`src/rtl/axil_pkg.sv`:
```
// Shared AXI4-Lite response codes and the initiator FSM state encoding.
package axil_pkg;

    localparam logic [1:0] RESP_OKAY   = 2'b00;
    localparam logic [1:0] RESP_EXOKAY = 2'b01;
    localparam logic [1:0] RESP_SLVERR = 2'b10;
    localparam logic [1:0] RESP_DECERR = 2'b11;

    typedef enum logic [2:0] {
        IDLE,
        WR_REQ,
        WR_RESP,
        RD_REQ,
        RD_RESP,
        RSP,
        DRAIN
    } state_t;

endpackage

```
`src/rtl/axil_timeout_ctr.sv`:
```
// Response-wait counter: counts enabled cycles, restarts on clear, and flags
// expiry on the TIMEOUT_CYCLES-th enabled cycle.
module axil_timeout_ctr #(
    parameter int TIMEOUT_CYCLES = 256
) (
    input  logic clk,
    input  logic reset,
    input  logic clear,
    input  logic enable,
    output logic expired
);

    localparam int CNT_W = $clog2(TIMEOUT_CYCLES + 1);
    localparam logic [CNT_W-1:0] LAST = CNT_W'(TIMEOUT_CYCLES - 1);

    logic [CNT_W-1:0] count_q;
    logic [CNT_W-1:0] count_d;

    always_comb begin
        count_d = count_q;
        if (clear) begin
            count_d = '0;
        end else if (enable && (count_q != LAST)) begin
            count_d = count_q + 1'b1;
        end
    end

    always_ff @(posedge clk) begin
        if (reset) begin
            count_q <= '0;
        end else begin
            count_q <= count_d;
        end
    end

    assign expired = enable && !clear && (count_q == LAST);

endmodule

```
`src/rtl/axil_master.sv`:
```
// AXI4-Lite initiator: one cmd/rsp transaction at a time over AW/W/B or AR/R.
// Optional response timeout with post-timeout drain: define AXIL_MASTER_TIMEOUT_EN.
module axil_master
    import axil_pkg::*;
#(
    parameter int ADDR_W         = 32,
    parameter int DATA_W         = 32,
    parameter int TIMEOUT_CYCLES = 256
) (
    input  logic              clk,
    input  logic              reset,
    input  logic              cmd_valid,
    output logic              cmd_ready,
    input  logic              cmd_write,
    input  logic [ADDR_W-1:0] cmd_addr,
    input  logic [DATA_W-1:0] cmd_wdata,
    output logic              rsp_valid,
    input  logic              rsp_ready,
    output logic              rsp_write,
    output logic [1:0]        rsp_resp,
    output logic [DATA_W-1:0] rsp_rdata,
    output logic              rsp_timeout,
    output logic              awvalid,
    output logic [ADDR_W-1:0] awaddr,
    input  logic              awready,
    output logic              wvalid,
    output logic [DATA_W-1:0] wdata,
    input  logic              wready,
    input  logic              bvalid,
    input  logic [1:0]        bresp,
    output logic              bready,
    output logic              arvalid,
    output logic [ADDR_W-1:0] araddr,
    input  logic              arready,
    input  logic              rvalid,
    input  logic [DATA_W-1:0] rdata,
    input  logic [1:0]        rresp,
    output logic              rready
);

    state_t            state_q, state_d;
    logic              cmd_ready_q, cmd_ready_d;
    logic              awvalid_q, awvalid_d;
    logic              wvalid_q, wvalid_d;
    logic              arvalid_q, arvalid_d;
    logic              bready_q, bready_d;
    logic              rready_q, rready_d;
    logic              aw_done_q, aw_done_d;
    logic              w_done_q, w_done_d;
    logic [ADDR_W-1:0] addr_q, addr_d;
    logic [DATA_W-1:0] wdata_q, wdata_d;
    logic              rsp_valid_q, rsp_valid_d;
    logic              rsp_write_q, rsp_write_d;
    logic [1:0]        rsp_resp_q, rsp_resp_d;
    logic [DATA_W-1:0] rsp_rdata_q, rsp_rdata_d;
    logic              rsp_timeout_q, rsp_timeout_d;

    logic aw_hs, w_hs, ar_hs, b_hs, r_hs;
    assign aw_hs = awvalid_q && awready;
    assign w_hs  = wvalid_q && wready;
    assign ar_hs = arvalid_q && arready;
    assign b_hs  = bvalid && bready_q;
    assign r_hs  = rvalid && rready_q;

`ifdef AXIL_MASTER_TIMEOUT_EN
    logic wait_resp;
    logic timeout_hit;
    assign wait_resp = (state_q == WR_RESP) || (state_q == RD_RESP);

    axil_timeout_ctr #(
        .TIMEOUT_CYCLES(TIMEOUT_CYCLES)
    ) u_timeout (
        .clk    (clk),
        .reset  (reset),
        .clear  (!wait_resp),
        .enable (wait_resp),
        .expired(timeout_hit)
    );
`else
    // Without the timeout feature the slave is waited on indefinitely.
    logic unused_timeout_cfg;
    assign unused_timeout_cfg = (TIMEOUT_CYCLES > 0);
`endif

    always_comb begin
        state_d       = state_q;
        cmd_ready_d   = cmd_ready_q;
        awvalid_d     = awvalid_q;
        wvalid_d      = wvalid_q;
        arvalid_d     = arvalid_q;
        bready_d      = bready_q;
        rready_d      = rready_q;
        aw_done_d     = aw_done_q;
        w_done_d      = w_done_q;
        addr_d        = addr_q;
        wdata_d       = wdata_q;
        rsp_valid_d   = rsp_valid_q;
        rsp_write_d   = rsp_write_q;
        rsp_resp_d    = rsp_resp_q;
        rsp_rdata_d   = rsp_rdata_q;
        rsp_timeout_d = rsp_timeout_q;

        case (state_q)
            IDLE: begin
                cmd_ready_d = 1'b1;
                if (cmd_valid && cmd_ready_q) begin
                    cmd_ready_d = 1'b0;
                    addr_d      = cmd_addr;
                    wdata_d     = cmd_wdata;
                    aw_done_d   = 1'b0;
                    w_done_d    = 1'b0;
                    if (cmd_write) begin
                        state_d   = WR_REQ;
                        awvalid_d = 1'b1;
                        wvalid_d  = 1'b1;
                    end else begin
                        state_d   = RD_REQ;
                        arvalid_d = 1'b1;
                    end
                end
            end
            WR_REQ: begin
                // AW and W complete independently; a finished channel stays idle.
                if (aw_hs) begin
                    awvalid_d = 1'b0;
                    aw_done_d = 1'b1;
                end
                if (w_hs) begin
                    wvalid_d = 1'b0;
                    w_done_d = 1'b1;
                end
                if ((aw_done_q || aw_hs) && (w_done_q || w_hs)) begin
                    state_d  = WR_RESP;
                    bready_d = 1'b1;
                end
            end
            WR_RESP: begin
                if (b_hs) begin
                    state_d       = RSP;
                    bready_d      = 1'b0;
                    rsp_valid_d   = 1'b1;
                    rsp_write_d   = 1'b1;
                    rsp_resp_d    = bresp;
                    rsp_rdata_d   = '0;
                    rsp_timeout_d = 1'b0;
                end
`ifdef AXIL_MASTER_TIMEOUT_EN
                else if (timeout_hit) begin
                    state_d       = DRAIN;
                    rsp_valid_d   = 1'b1;
                    rsp_write_d   = 1'b1;
                    rsp_resp_d    = RESP_SLVERR;
                    rsp_rdata_d   = '0;
                    rsp_timeout_d = 1'b1;
                end
`endif
            end
            RD_REQ: begin
                if (ar_hs) begin
                    state_d   = RD_RESP;
                    arvalid_d = 1'b0;
                    rready_d  = 1'b1;
                end
            end
            RD_RESP: begin
                if (r_hs) begin
                    state_d       = RSP;
                    rready_d      = 1'b0;
                    rsp_valid_d   = 1'b1;
                    rsp_write_d   = 1'b0;
                    rsp_resp_d    = rresp;
                    rsp_rdata_d   = rdata;
                    rsp_timeout_d = 1'b0;
                end
`ifdef AXIL_MASTER_TIMEOUT_EN
                else if (timeout_hit) begin
                    state_d       = DRAIN;
                    rsp_valid_d   = 1'b1;
                    rsp_write_d   = 1'b0;
                    rsp_resp_d    = RESP_SLVERR;
                    rsp_rdata_d   = '0;
                    rsp_timeout_d = 1'b1;
                end
`endif
            end
            RSP: begin
                if (rsp_ready) begin
                    state_d     = IDLE;
                    rsp_valid_d = 1'b0;
                    cmd_ready_d = 1'b1;
                end
            end
`ifdef AXIL_MASTER_TIMEOUT_EN
            DRAIN: begin
                // Stay until the timeout response is taken and the late B/R is swallowed.
                if (rsp_valid_q && rsp_ready) begin
                    rsp_valid_d = 1'b0;
                end
                if (b_hs) begin
                    bready_d = 1'b0;
                end
                if (r_hs) begin
                    rready_d = 1'b0;
                end
                if (!rsp_valid_d && !bready_d && !rready_d) begin
                    state_d     = IDLE;
                    cmd_ready_d = 1'b1;
                end
            end
`endif
            default: begin
                state_d = IDLE;
            end
        endcase
    end

    always_ff @(posedge clk) begin
        if (reset) begin
            state_q       <= IDLE;
            cmd_ready_q   <= 1'b0;
            awvalid_q     <= 1'b0;
            wvalid_q      <= 1'b0;
            arvalid_q     <= 1'b0;
            bready_q      <= 1'b0;
            rready_q      <= 1'b0;
            aw_done_q     <= 1'b0;
            w_done_q      <= 1'b0;
            addr_q        <= '0;
            wdata_q       <= '0;
            rsp_valid_q   <= 1'b0;
            rsp_write_q   <= 1'b0;
            rsp_resp_q    <= 2'b00;
            rsp_rdata_q   <= '0;
            rsp_timeout_q <= 1'b0;
        end else begin
            state_q       <= state_d;
            cmd_ready_q   <= cmd_ready_d;
            awvalid_q     <= awvalid_d;
            wvalid_q      <= wvalid_d;
            arvalid_q     <= arvalid_d;
            bready_q      <= bready_d;
            rready_q      <= rready_d;
            aw_done_q     <= aw_done_d;
            w_done_q      <= w_done_d;
            addr_q        <= addr_d;
            wdata_q       <= wdata_d;
            rsp_valid_q   <= rsp_valid_d;
            rsp_write_q   <= rsp_write_d;
            rsp_resp_q    <= rsp_resp_d;
            rsp_rdata_q   <= rsp_rdata_d;
            rsp_timeout_q <= rsp_timeout_d;
        end
    end

    assign cmd_ready   = cmd_ready_q;
    assign awvalid     = awvalid_q;
    assign awaddr      = addr_q;
    assign wvalid      = wvalid_q;
    assign wdata       = wdata_q;
    assign bready      = bready_q;
    assign arvalid     = arvalid_q;
    assign araddr      = addr_q;
    assign rready      = rready_q;
    assign rsp_valid   = rsp_valid_q;
    assign rsp_write   = rsp_write_q;
    assign rsp_resp    = rsp_resp_q;
    assign rsp_rdata   = rsp_rdata_q;
    assign rsp_timeout = rsp_timeout_q;

endmodule
```
`config.mk`:
```
export PLATFORM = sky130hd
export DESIGN_NAME = axil_master
export DESIGN_NICKNAME = d
export VERILOG_FILES = /design/src/rtl/axil_pkg.sv /design/src/rtl/axil_timeout_ctr.sv /design/src/rtl/axil_master.sv
export SDC_FILE = /design/constraint.sdc
export NUM_CORES = 1
export LEC_CHECK = 0
export BUFFER_PORTS_ARGS = -buffer_cell sky130_fd_sc_hd__buf_2
export CAP_MARGIN = 10
export CORE_MARGIN = 2
export CORE_UTILIZATION = 30
export DETAILED_ROUTE_END_ITERATION = 16
export PLACE_DENSITY = 0.61
export RECOVER_POWER = 100
export SYNTH_ARGS = -nofsm -noshare
export SYNTH_HDL_FRONTEND = slang
export SYNTH_SLANG_ARGS = --single-unit
```
`constraint.sdc`:
```
create_clock -name clk -period 1.48 [get_ports clk]
set_input_delay 0.148 -clock clk [delete_from_list [all_inputs] [get_ports clk]]
set_output_delay 0.148 -clock clk [all_outputs]
set_load 0.1 [all_outputs]
```
**Word-level counts from Yosys, hierarchy flattened**

Index checks and enable logic that the tools add are counted.
W data, S select, Z words.

- Register bits: 112
- Bits of input ports: 110
- Output and inout port bits: 139
- Word-level logic and storage cells: 104

- Equal/unequal tests: 15
- Muxes and demuxes: 44
- Reduce and logical (&&, ||, !) cells: 29

Operators by type and width:

| cell | number |
|---|---|
| $mux W32 | 2 |
| $pmux W32 S2 | 1 |
| $ne A2 B2 Y1 const B | 10 |
| $pmux W1 S2 | 10 |
| $mux W1 | 19 |
| $mux W3 | 6 |
| $pmux W3 S6 | 1 |
| $reduce_and A4 Y1 | 4 |
| $reduce_and A3 Y1 | 5 |
| $reduce_bool A2 Y1 | 6 |
| $logic_and A1 B1 Y1 | 7 |
| $eq A3 B2 Y1 const B | 2 |
| $eq A3 B3 Y1 const B | 2 |
| $mux W2 | 3 |
| $reduce_and A6 Y1 | 1 |
| $pmux W2 S2 | 1 |
| $reduce_and A2 Y1 | 2 |
| $eq A3 B1 Y1 const B | 1 |
| $logic_not A3 Y1 | 1 |
| $pmux W1 S3 | 1 |
| $reduce_bool A3 Y1 | 1 |
| $logic_or A1 B1 Y1 | 2 |

**Depth between registers and ports, before layout**

- Depth after elaboration: 5
- Gate-level depth with buffers: 7

**Worst setup path after synthesis**

Ideal clock, no wire load.

- Kind: register -> register
- Start point: register bready_q (netlist: bready)
- End point: register state_q[0]
- Setup time: 0.116 ns
- Arrival: 1.922 ns
- Required time: 1.364 ns
- Path slack: -0.558 ns
- Stages on the path, launching flop included: 5
- Path buffers: 0
- Clock period less this slack: 2.038 ns
- Path through: dfxtp_1 nand2_1 a32oi_1 a311oi_1 a41o_1

- Longest elaborated chain between the ends: 3

RTL lines:

| item | RTL line | source |
|---|---|---|
| start: declaration | axil_master.sv:46 | `logic bready_q, bready_d;` |
| start signal: assignment | axil_master.sv:241 | `bready_q <= bready_d;` |
| $logic_and A1 B1 Y1 | axil_master.sv:62 | `assign b_hs = bvalid && bready_q;` |
| $ne A2 B2 Y1 (no line) | - |  |
| $reduce_and A6 Y1 (no line) | - |  |
| end signal: assignment | axil_master.sv:236 | `state_q <= state_d;` |
| end: declaration | axil_master.sv:41 | `state_t state_q, state_d;` |

No other way between the ends.
A chain may end at the register's enable or synchronous reset.

**Worst setup path after layout**

- Start point: register state_q[2]
- End point: register state_q[1]

- Longest elaborated chain between the ends: 3

RTL lines:

| item | RTL line | source |
|---|---|---|
| $eq A3 B1 Y1 (tied with other cells) | axil_master.sv:103 | `case (state_q)` |
| $ne A2 B2 Y1 (no line) | - |  |
| $reduce_and A6 Y1 (no line) | - |  |

Several ways; a longest one is shown, not always the timed one.

==> results_dict.tcl <==
set metrics [dict create \
    synth_top_cell_by_area "sky130_fd_sc_hd__dfxtp_1" \
    power.total_w 0.0120 \
    startpoint_type "flip-flop" \
    grt_usage_pct 15.7 \
    endpoint_kind "flip-flop" \
    post_drt_via_cell_ratio 4.60 \
    finalSetupViolCount 0 \
    skew_ps 6.07 \
    period_needed_ps 1450 \
    drv_cap 0 \
    place_congestion 0.779 \
    dr.pass1.iters 6 \
    cts_made_buffers 9 \
    pre_cts_slack_ps -104 \
    antenna_found_initial 0 \
    met1Wirelength_um 5550 \
    detail_route.drc_violations 0 \
    clock_insertion_delay_worst_skew_ps 350 \
    grt_pass1_vias 4011 \
    grt_pass1_wl_um 20400 \
    postRouteAntennaNets 0 \
    fin_worst_hold_slack_ps 21.4 \
    regToRegSetupSlack_ps 30 \
    route.met2.wl_um 6210 \
    setup_total_negative_slack_ps 0 \
    clkSlewWorstSetupHoldPaths_ps 70 \
    setup_ws_ps 31.3 \
    critPathKind "flip-flop to flip-flop" \
    worst_r2r_path_depth 5 \
    synth.distinct_cells 39 \
    hold_path_class "primary input to flip-flop" \
    worstReg2RegEnd "state_q[1]" \
    ys.warnings.count 0 \
    synth_seq_area_share_pct 49.7 \
    hold-path-cell-count 3 \
    clock.fmax_mhz 690 \
    synthFlopType "sky130_fd_sc_hd__dfxtp_1" \
    synthMostInstantiatedCell "sky130_fd_sc_hd__nand2_1" \
    topRoutingLayerUsed "met4" \
    core_sq_mm 0.0145 \
    yosysTopAreaCellShare_pct 49.7 \
    clock_sink_count 111 \
    postSynthRegisterBits 111 \
    timing.hold.worst_endpoint "araddr[1]" \
    num_vias 4387 \
    syn_nets 659 \
    num-nets-final 874 \
    synth_cells 549 \
    vdd_ir_drop_max_v 0.000640 \
    grt.overflow.total 0 \
    number_of_synthesized_flops_with_an_enable_pin 0 \
    post_drt_wl_per_cell_um 13.7 \
    routed_wirelength_um 13100 \
    leakagePower_nw 2.84 \
    synth.avg_cell_area_sq_um 8.15 \
    grt_setup_unrepaired "yes" \
    cellPowerDensity_mw_per_mm2 1940 \
    grt_start_max_net_pins 41 \
    outcome "finished clean" \
    chipWidth_um 126 \
    cts.path.max_buffers 2 \
    worst_slew_pin_slew_ps 516 \
    critical_path.reg2reg.startpoint "state_q[2]" \
    layout_worst_path_cycle_share_pct 97.9 \
    area_growth_from_synthesis_to_layout_pct 38.6 \
    finish.utilization_pct 42.6 \
    cts_tree "done" \
    starting_density_of_the_core_pct 30.8 \
    num_rows 44 \
    dpl.hpwl_um 9050 \
    place.port_buffers 247 \
    antennaDiodeCount 0 \
    met3_length_um 1220 \
    height_of_the_chip_um 126 \
    top_level_ports 249 \
    die-area_sq_mm 0.0159 \
    hold_violations 0 \
    post_synth_instance_area_sq_mm 0.00447 \
    htree_levels 3 \
    postSynth.asyncResetShare_pct 0 \
    ys_top_cells_by_area "sky130_fd_sc_hd__dfxtp_1 50%, sky130_fd_sc_hd__nand2_1 14%, sky130_fd_sc_hd__a21oi_1 12%" \
    hold_start "cmd_addr[1]" \
    synth.cells.most_frequent "166 x sky130_fd_sc_hd__nand2_1, 111 x sky130_fd_sc_hd__dfxtp_1, 107 x sky130_fd_sc_hd__a21oi_1" \
    slew-limit-headroom_pct 65.9 \
    cts.root.buffer_cell "sky130_fd_sc_hd__clkbuf_16" \
    cp.arrival_ps 1690 \
    post_route_cells_drive_above_1_share_pct 45.4 \
    cts_hold_buf 0 \
    dr.first_iter.drc_count 234 \
    crit_path_max_fanout 8 \
    critical_path_required_ps 1720 \
    slew_viol_final 0 \
]
-- flip-flops by register name, summed over array words and instances (netlist names) --
signal,cells
rsp_valid,1
araddr,32
rsp_write,1
rsp_resp,2
cmd_ready,1
aw_done_q,1
rready,1
w_done_q,1
state_q,3
rsp_rdata,32
wdata,32
awvalid,1
wvalid,1
bready,1
arvalid,1
-- per-stage QoR --
step,std cells,cell area (sq um)
3_5_place_dp,933,5790
2_1_floorplan,549,4540
5_1_grt,953,6200
6_report,953,6200
3_3_place_gp,933,5790
4_1_cts,949,6090
-- logic make-up after synthesis --
group / count (synthesis) / share of synthesized area (%)
simple gates: 195 / 18.2
compound gates: 163 / 19.9
flops: 111 / 49.7
buf+inv: 77 / 11.7
mux: 2 / 0.448
other cells: 1 / 0.0838
-- worst max-delay path by stage --
stage,end,from,slack (ps)
after global routing,state_q[0],state_q[2],-50
after floorplan,state_q[0],bready,10
after global placement,state_q[0],state_q[2],-90
after CTS,rsp_resp[0],state_q[2],7
after detailed placement,state_q[0],state_q[2],-100
final,state_q[1],state_q[2],30
-- critical path, stage by stage, from the launching register on --
cell,delay (ps)
sky130_fd_sc_hd__dfxtp_4,380
sky130_fd_sc_hd__buf_4,160
sky130_fd_sc_hd__nor2b_1,150
sky130_fd_sc_hd__a32oi_2,300
sky130_fd_sc_hd__a311oi_1,140
sky130_fd_sc_hd__a41o_1,210
-- layer usage --
metal | track usage (%) | vias to the layer above
met1 | 19.2 | 1976
met2 | 25.6 | 173
li1 | - | 2232
met5 | 0 | -
met4 | 3.49 | 0
met3 | 6.71 | 6
-- report_power, final --
| part | internal, W | total [W] | leakage [nW] | switching [W] |
|---|---|---|---|---|
| clock network | 0.00114 | 0.00228 | 0.136 | 0.00113 |
| registers | 0.00339 | 0.00367 | 0.921 | 0.000281 |
| logic | 0.00134 | 0.00606 | 1.78 | 0.00471 |
-- cell usage in the layout, fill, tap and decap left out, drive strengths merged, types with 2 or more instances in the layout --
cell type,instances
nor2,6
a31oi,4
o21ai,38
a211oi,2
dfxtp,111
nor3,5
a311oi,2
a41o,2
and3,5
nand2,166
nor2b,2
clkbuf,11
nor3b,2
mux2i,2
clkinv,4
buf,276
a21oi,107
or3,2
inv,5
a2111oi,2
-- area by class of cell --
type	instances	area (sq um)
Fill cell	1527	8340
Inverter	3	11.3
Clock buffer	9	225
Sequential cell	111	2300
Tap cell	184	230
Clock inverter	7	46.3
Multi-Input combinational cell	361	1780
Timing Repair Buffer	278	1610
-- repair_timing --
item                                    CTS  global route
pin swaps                                 0             1
gates resized for setup                   8            13
endpoints found under the setup margin   38            56
setup buffers                             0             2
endpoints found under the hold margin     0             0
gates cloned                              0             2
(Power assumes the default switching activity.)
